[config.mk]
export PLATFORM = sky130hd
export DESIGN_NAME = ht_loader
export DESIGN_NICKNAME = d
export VERILOG_FILES = /design/src/rtl/ht_loader.sv
export SDC_FILE = /design/constraint.sdc
export NUM_CORES = 1
export LEC_CHECK = 0
export BUFFER_PORTS_ARGS = -buffer_cell sky130_fd_sc_hd__buf_4
export CORE_UTILIZATION = 59
export DETAILED_ROUTE_END_ITERATION = 10
export HOLD_SLACK_MARGIN = 0.08
export PLACE_DENSITY = 0.87
export REMOVE_ABC_BUFFERS = 1
export SYNTH_ARGS = -nofsm -noshare
export SYNTH_HDL_FRONTEND = slang
export SYNTH_SLANG_ARGS = --single-unit
[constraint.sdc]
create_clock -name clk -period 5.15 [get_ports clk]
set_input_delay 0.7725 -clock clk [delete_from_list [all_inputs] [get_ports clk]]
set_output_delay 0.7725 -clock clk [all_outputs]
set_load 0.05 [all_outputs]
[src/rtl/ht_loader.sv]
// Frame loader for a sort network: collects up to `index` elements, pads short
// frames, pulses `start`, then holds off for `gap` cycles before refilling.
//
// state | meaning
// FILL  | accepting beats into slot wr_ptr
// LOAD  | frame complete, start pulse this cycle
// HOLD  | settle time for the sort network, counter runs down to 0
module ht_loader #(
  parameter int index = 32,
  parameter int width = 5,
  parameter int gap   = 6
) (
  input  logic                         clk,
  input  logic                         rst,
  input  logic                         in_valid,
  input  logic [width-1:0]             in_data,
  input  logic                         in_last,
  output logic                         in_ready,
  input  logic                         flush,
  output logic                         start,
  output logic [width-1:0]             indata [0:index-1],
  output logic [$clog2(index+1)-1:0]   frame_len,
  output logic                         busy
);

  localparam int PW = (index > 1) ? $clog2(index) : 1;
  localparam int LW = $clog2(index + 1);
  localparam int CW = (gap > 1) ? $clog2(gap) : 1;
  localparam logic [PW-1:0]    LAST_SLOT = PW'(index - 1);
  localparam logic [width-1:0] PAD       = '1;

  typedef enum logic [1:0] {FILL, LOAD, HOLD} state_t;

  state_t              state_q, state_d;
  logic [PW-1:0]       wr_ptr_q, wr_ptr_d;
  logic [CW-1:0]       cnt_q, cnt_d;
  logic [LW-1:0]       len_q, len_d;
  logic [width-1:0]    slots_q [0:index-1];
  logic [width-1:0]    slots_d [0:index-1];
  logic                rdy_en_q;
  logic                accept;

  // Keeps in_ready low while reset is held and for the release cycle.
  assign in_ready  = rdy_en_q && (state_q == FILL);
  assign accept    = in_valid && in_ready;
  assign start     = (state_q == LOAD);
  assign busy      = (state_q == LOAD) || (state_q == HOLD);
  assign frame_len = len_q;
  assign indata    = slots_q;

  always_ff @(posedge clk or negedge rst) begin
    if (!rst) begin
      state_q  <= FILL;
      wr_ptr_q <= '0;
      cnt_q    <= '0;
      len_q    <= '0;
      rdy_en_q <= 1'b0;
      for (int i = 0; i < index; i++) slots_q[i] <= '0;
    end else begin
      state_q  <= state_d;
      wr_ptr_q <= wr_ptr_d;
      cnt_q    <= cnt_d;
      len_q    <= len_d;
      rdy_en_q <= 1'b1;
      slots_q  <= slots_d;
    end
  end

  always_comb begin
    state_d  = state_q;
    wr_ptr_d = wr_ptr_q;
    cnt_d    = cnt_q;
    len_d    = len_q;
    slots_d  = slots_q;
    case (state_q)
      FILL: begin
        if (flush) begin
          wr_ptr_d = '0;
        end else if (accept) begin
          slots_d[wr_ptr_q] = in_data;
          if (in_last || (wr_ptr_q == LAST_SLOT)) begin
            // Pad everything above the final real element in the same edge.
            for (int i = 0; i < index; i++) begin
              if (i > int'(wr_ptr_q)) slots_d[i] = PAD;
            end
            len_d   = LW'(wr_ptr_q) + LW'(1);
            state_d = LOAD;
          end else begin
            wr_ptr_d = wr_ptr_q + PW'(1);
          end
        end
      end
      LOAD: begin
        cnt_d   = CW'(gap - 1);
        state_d = HOLD;
      end
      HOLD: begin
        if (cnt_q == '0) begin
          wr_ptr_d = '0;
          state_d  = FILL;
        end else begin
          cnt_d = cnt_q - CW'(1);
        end
      end
      default: state_d = FILL;
    endcase
  end

endmodule

==> flow_metrics.env, run 1 <==
export IMPL_status="completed"
export IMPL_vias_per_cell=5.79
export IMPL_grt_max_degree=99
export IMPL_vias=6228
export IMPL_power_leakage_nw=4.12
export IMPL_tritoncts="built"
export IMPL_routedWlPerCell_um=20.2
export IMPL_async_flop_share_pct=100
export IMPL_p_clk_share_pct=21.0
export IMPL_intPower_mw=3.23
export IMPL_antenna_found_initial=0
export IMPL_criticalPathCategory="reg -> reg"
export IMPL_comb_power_share_pct=45.0
export IMPL_ys_seq_area_share_pct=54.2
export IMPL_cts_resized=0
export IMPL_power_mw=5.99
export IMPL_portBuffers=178
export IMPL_cts_sinks=177
export IMPL_fmax_ghz=0.322
export IMPL_yosys_cell_types_count=46
export IMPL_critPathLaunch="state_q[1]"
export IMPL_setup_violations=0
export IMPL_drt_wl_total_um=21800
export IMPL_htreeDepth=4
export IMPL_p_sw_share_pct=46.1
export IMPL_hpwl_um=14700
export IMPL_slew_headroom_pct=32.6
export IMPL_grt_pass1_wl_um=34600
export IMPL_skew_ns=0.00861
export IMPL_grt_ovfl_total=0
export IMPL_required_ns=5.47
export IMPL_synth_avg_cell_area_sq_um=11.2
export IMPL_place_gp_congestion=0.888
export IMPL_reg2reg_from="state_q[1]"
export IMPL_rsz0062_at_grt="false"
export IMPL_antenna_cells=0
export IMPL_hold_viol_final=0
export IMPL_ant_nets=0
export IMPL_drt_iter0_markers=401
export IMPL_layout_drive_gt1_share_pct=28.7
export IMPL_netlist_instances=731
export IMPL_final_area_sq_um=10100
export IMPL_die_area_sq_um=14300
export IMPL_synth_edf_count=0
export IMPL_pwr_share_seq_pct=34.0
export IMPL_startpoint_type="flop"
export IMPL_path_max_fanout=12
export IMPL_cts_buffer_depth=2
export IMPL_drt_pass1_iter_count=5
export IMPL_syn_to_final_growth_pct=23.9
export IMPL_ctsHoldBuffers=0
export IMPL_cap_violations=0
export IMPL_clk_pin_slew_ns=0.06
export IMPL_rows=42
export IMPL_worst_pin_slew_ns=1.01
export IMPL_synth_seq_cells=177
export IMPL_end_kind="flop"
export IMPL_critPathArrivalTime_ns=3.42
export IMPL_ys_flop_type="dfrtp_1"
export IMPL_drv_slew=0
export IMPL_cts_setup_buffers=0
export IMPL_ys_warn_count=0
export IMPL_final_nets=909
export IMPL_p_switching_mw=2.76
export IMPL_fp_dieH_um=120
export IMPL_cts_root_buffer="clkbuf_16"
export IMPL_core_area_sq_um=13300
export IMPL_track_usage_pct=32.1
export IMPL_timing_final_crit_share_pct=60.2
export IMPL_dpl_cell_area_sq_um=9530
export IMPL_fillers=885
export IMPL_vdd_drop_max_uv=457
export IMPL_powerDensity_nw_per_um2=592
export IMPL_min_period_ns=3.10
export IMPL_mappedNetlistArea_sq_um=8170
export IMPL_io_pin_count=179
export IMPL_drc=0
export IMPL_finalSetupTns_ns=0
export IMPL_hold_class="in -> async"
export IMPL_dieWidth_um=120
export IMPL_cts_made_buffers=17
export IMPL_grt_pass1_vias=6410
export IMPL_clk_latency_ns=0.44
export IMPL_initial_core_util_pct=61.2
-- cells in the final DEF (no fill, tap or decap), types with 7 or more instances in the layout --
master / instances
inv_1: 10
mux2i_1: 155
nor2_1: 11
a21oi_1: 7
dfrtp_1: 177
nor3_2: 13
clkbuf_16: 17
buf_4: 181
nor3_4: 11
nand2_1: 192
o21ai_1: 12
ha_1: 12
o21ai_0: 24
-- cells in the mapped netlist, types with 2 or more instances --
cell      count  area share, %
or3_1         3           0.23
nand3_1       5           0.31
nand2_1     192            8.8
a21oi_1       7           0.43
or2_2         2           0.15
o21ai_0      24            1.5
clkbuf_1     23            1.1
nor3_1        6           0.37
xnor2_1       3           0.32
nor3_4       11            2.2
dfrtp_1     177             54
and3_1        4           0.31
ha_1         12            1.8
nand2_2       4           0.31
mux2i_1     155             19
mux2_2        6           0.83
inv_1        10           0.46
buf_6         4           0.55
o21ai_1      12           0.74
or4_1         4           0.37
buf_2        17            1.0
nand2b_1      4           0.31
nor3_2       13            1.6
nor2_1       11           0.51
-- area by class of cell --
type	count	area (sq um)	share of cell area, %
Sequential cell	177	4430	43.8
Tap cell	176	220	2.18
Clock inverter	11	105	1.04
Inverter	10	37.5	0.371
Multi-Input combinational cell	499	3470	34.3
Timing Repair Buffer	182	1370	13.5
Clock buffer	21	480	4.75
-- worst max-delay path: stages, from the launching register on --
cell and delay, ns:
dfrtp_1 0.38, inv_1 0.11, ha_1 0.37, nand4b_1 0.84
or4_1 0.91, mux2i_1 0.28, nand2_1 0.08
-- power by group through the flow --
stage               clock, mW  sequential, mW  combinational [mW]
floorplan                   0            3.26               0.556
global placement            0            2.02                2.63
detailed placement          0            2.04                2.69
CTS                      1.27            2.03                2.70
global route             1.32            2.07                2.82
finish                   1.26            2.04                2.69
-- state kept, by name, indices dropped and copies added, names as in the netlist --
signal,flops
frame_len,6
indata,160
wr_ptr_q,5
rdy_en_q,1
state_q,2
cnt_q,3
-- per-stage QoR --
stage               util, %  std cells  setup WS (ns)  hold WS [ns]
finish                 75.8       1076           2.05         0.406
global route           75.8       1076           1.90         0.502
CTS                    75.8       1076           2.03         0.462
detailed placement     71.4       1044           2.04         0.487
global placement       71.4       1044           2.13         0.480
floorplan                 -        686           2.56         0.470
-- per-layer routing --
metal  share of wire (%)  vias to the layer above  track usage, %
met5                   0                        -               0
met4                 2.2                        0            13.6
met3                 8.3                       46            9.51
met2                  49                      285            51.5
met1                  41                     3109            40.8
li1                    -                     2788               -
-- final timing paths --
kind / slack, ns / depth (start not counted) / endpoint
min in group clk: 0.49 / 2 / frame_len[4]
worst max register to register: 2.05 / 6 / indata[67]
worst min register to register: 0.49 / 2 / frame_len[4]
max in group asynchronous: 3.62 / 2 / indata[112]
worst max-delay path: 2.05 / 6 / indata[67]
worst min-delay path: 0.41 / 1 / indata[97]
-- cell families after synthesis --
| family | Yosys count | share of synthesized area, % |
|---|---|---|
| simple gates | 272 | 17.2 |
| compound gates | 50 | 3.29 |
| flops | 177 | 54.2 |
| fa+ha+maj | 12 | 1.84 |
| xor+xnor | 3 | 0.322 |
| other cells | 1 | 0.0459 |
| buf+inv | 55 | 3.20 |
| mux | 161 | 19.8 |
Power figures use the tool's default switching activity.
==> run 2, diff against run 1 <==
--- a/config.mk
+++ b/config.mk
@@ -6,10 +6,10 @@
 export NUM_CORES = 1
 export LEC_CHECK = 0
 export BUFFER_PORTS_ARGS = -buffer_cell sky130_fd_sc_hd__buf_4
-export CORE_UTILIZATION = 59
+export CORE_UTILIZATION = 49
 export DETAILED_ROUTE_END_ITERATION = 10
 export HOLD_SLACK_MARGIN = 0.08
-export PLACE_DENSITY = 0.87
+export PLACE_DENSITY = 0.77
 export REMOVE_ABC_BUFFERS = 1
 export SYNTH_ARGS = -nofsm -noshare
 export SYNTH_HDL_FRONTEND = slang
==> constraint.sdc (replaced) <==
create_clock -name clk -period 2.85 [get_ports clk]
set_input_delay 0.4275 -clock clk [delete_from_list [all_inputs] [get_ports clk]]
set_output_delay 0.4275 -clock clk [all_outputs]
set_load 0.05 [all_outputs]
==> run 2 against run 1 <==
  * Power is 81% higher
  * Sequential power is 77% higher
  * Setup slack worse by 1.7 ns
  * Wire length is 2.5% lower
  * Non-clock buffer count is 7 higher
  * Critical path type unchanged
  * Largest power group unchanged
==> flow_metrics.env, run 2 (synthesis gave the netlist of run 1 again) <==
export IMPL_grtUsageMet3_pct=7.75
export IMPL_io_pin_count=179
export IMPL_final_area_sq_um=10200
export IMPL_dpl_cell_area_sq_um=9640
export IMPL_use_met1_pct=36.4
export IMPL_cts_sinks=177
export IMPL_power_leakage_nw=4.16
export IMPL_clk_latency_ns=0.44
export IMPL_busiest_layer="met2"
export IMPL_cts_root_buffer="clkbuf_16"
export IMPL_setup_violations=0
export IMPL_slowest_delay_ns=0.61
export IMPL_core_area_sq_um=16100
export IMPL_crit_chain="ha_1 -> and3_1 -> ha_1 -> o211ai_1 -> nor4_2 -> nand2_1 -> nand2_1"
export IMPL_rsz0062_at_grt="false"
export IMPL_layout_drive_gt1_share_pct=28.9
export IMPL_min_period_ns=2.55
export IMPL_vias_per_cell=5.29
export IMPL_worstHoldPathCells=4
export IMPL_ctsHoldBuffers=1
export IMPL_dieWidth_um=131
export IMPL_fillers=1315
export IMPL_worst_pin_slew_ns=0.853
export IMPL_cts_buffer_depth=2
export IMPL_cp_top_family="simple AND/OR/NAND/NOR gates"
export IMPL_grt_util_met2_pct=38.9
export IMPL_clk_pin_slew_ns=0.07
export IMPL_drv_slew=0
export IMPL_final_cell_mix="nand2_1, buf_4, dfrtp_1"
export IMPL_hold_viol_final=0
export IMPL_portBuffers=178
export IMPL_die_area_sq_um=17200
export IMPL_whs_ns=0.394
export IMPL_largest_reg_flops=160
export IMPL_antenna_found_initial=0
export IMPL_routedWlPerCell_um=18.9
export IMPL_crit_cells=7
export IMPL_end_kind="flop"
export IMPL_cp_num_buf_inv=0
export IMPL_place_gp_congestion=0.879
export IMPL_grt_ovfl_total=0
export IMPL_powerDensity_nw_per_um2=1060
export IMPL_rows=46
export IMPL_skew_ns=0.00888
export IMPL_critPathArrivalTime_ns=2.92
export IMPL_r2r_cells=7
export IMPL_required_ns=3.22
export IMPL_drt_wl_total_um=21200
export IMPL_path_max_fanout=12
export IMPL_crit_slowest_cell="nor4_2"
export IMPL_cts_setup_buffers=0
export IMPL_initial_core_util_pct=50.8
export IMPL_grt_max_degree=71
export IMPL_final_nets=916
export IMPL_grt_pass1_vias=5778
export IMPL_startpoint_type="flop"
export IMPL_tritoncts="built"
export IMPL_drt_pass1_iter_count=4
export IMPL_cts_resized=0
export IMPL_fmax_ghz=0.392
export IMPL_final_common_cell="nand2_1"
export IMPL_cap_violations=0
export IMPL_ant_nets=0
export IMPL_finalSetupTns_ns=0
export IMPL_slew_headroom_pct=42.6
export IMPL_vias=5940
export IMPL_criticalPathCategory="reg -> reg"
export IMPL_timing_final_crit_share_pct=89.5
export IMPL_vdd_drop_max_uv=738
export IMPL_grt_pass1_wl_um=32500
export IMPL_syn_to_final_growth_pct=25.4
export IMPL_track_usage_pct=25.8
export IMPL_hold_class="in -> reg"
export IMPL_fp_dieH_um=131
export IMPL_htreeDepth=4
export IMPL_antenna_cells=0
export IMPL_drc=0
export IMPL_cts_made_buffers=17
export IMPL_status="completed"
export IMPL_hpwl_um=14400
export IMPL_drt_iter0_markers=343
-- run 2: cell count changes in the layout (fill, tap and decap cells not counted), sizes merged --
cell         before  now
inv              11   10
buf             182  188
clkbuf           21   23
dlygate4sd3       0    1
clkinv            8    6
bufinv            1    2
-- run 2: worst register-to-register path, stage by stage, from the launching register on --
cell,delay [ns]
dfrtp_1,0.53
ha_1,0.33
and3_1,0.19
ha_1,0.20
o211ai_1,0.17
nor4_2,0.61
nand2_1,0.32
nand2_1,0.13
-- run 2: area by class of cell --
cell class | count | area, sq um | share of cell area (%)
clock buffers | 23 | 488 | 4.76
clock inverters | 9 | 105 | 1.03
inverters | 10 | 37.5 | 0.366
multi-input cells | 499 | 3470 | 33.9
flip-flops and latches | 177 | 4430 | 43.2
well taps | 216 | 270 | 2.64
repair buffers | 189 | 1440 | 14.0
-- run 2: report_power, final --
group          total [mW]  switching (mW)  leakage (nW)  internal [mW]
Clock                2.34           0.957         0.293           1.38
Sequential           3.62           0.433          1.74           3.19
Combinational        4.87            3.51          2.13           1.36
Total                10.8            4.90          4.16           5.93
-- run 2: per-layer routing --
| metal | wire length, um | vias to the layer above |
|---|---|---|
| met4 | 216 | 0 |
| met5 | 0 | - |
| met3 | 1540 | 21 |
| li1 | - | 2790 |
| met1 | 9910 | 2943 |
| met2 | 9560 | 186 |
-- run 2: worst paths after layout --
path | endpoint | start | slack [ns]
setup / recovery | indata[128] | wr_ptr_q[0] | 0.30
hold / removal | wr_ptr_q[4] | flush | 0.39
setup reg to reg | indata[128] | wr_ptr_q[0] | 0.30
hold reg to reg | frame_len[4] | frame_len[4] | 0.48
max in group asynchronous | indata[141] | rst | 1.50
min in group asynchronous | indata[74] | rst | 0.57
-- run 2: per-stage QoR --
stage,setup slack (ns),std cells,total power [mW],utilization [%]
5_1_grt,0.0712,1123,11.3,63.8
3_3_place_gp,0.340,1090,8.46,60.0
2_1_floorplan,0.321,686,6.90,-
4_1_cts,0.323,1123,10.9,63.8
3_5_place_dp,0.348,1090,8.52,60.0
6_report,0.300,1123,10.8,63.8
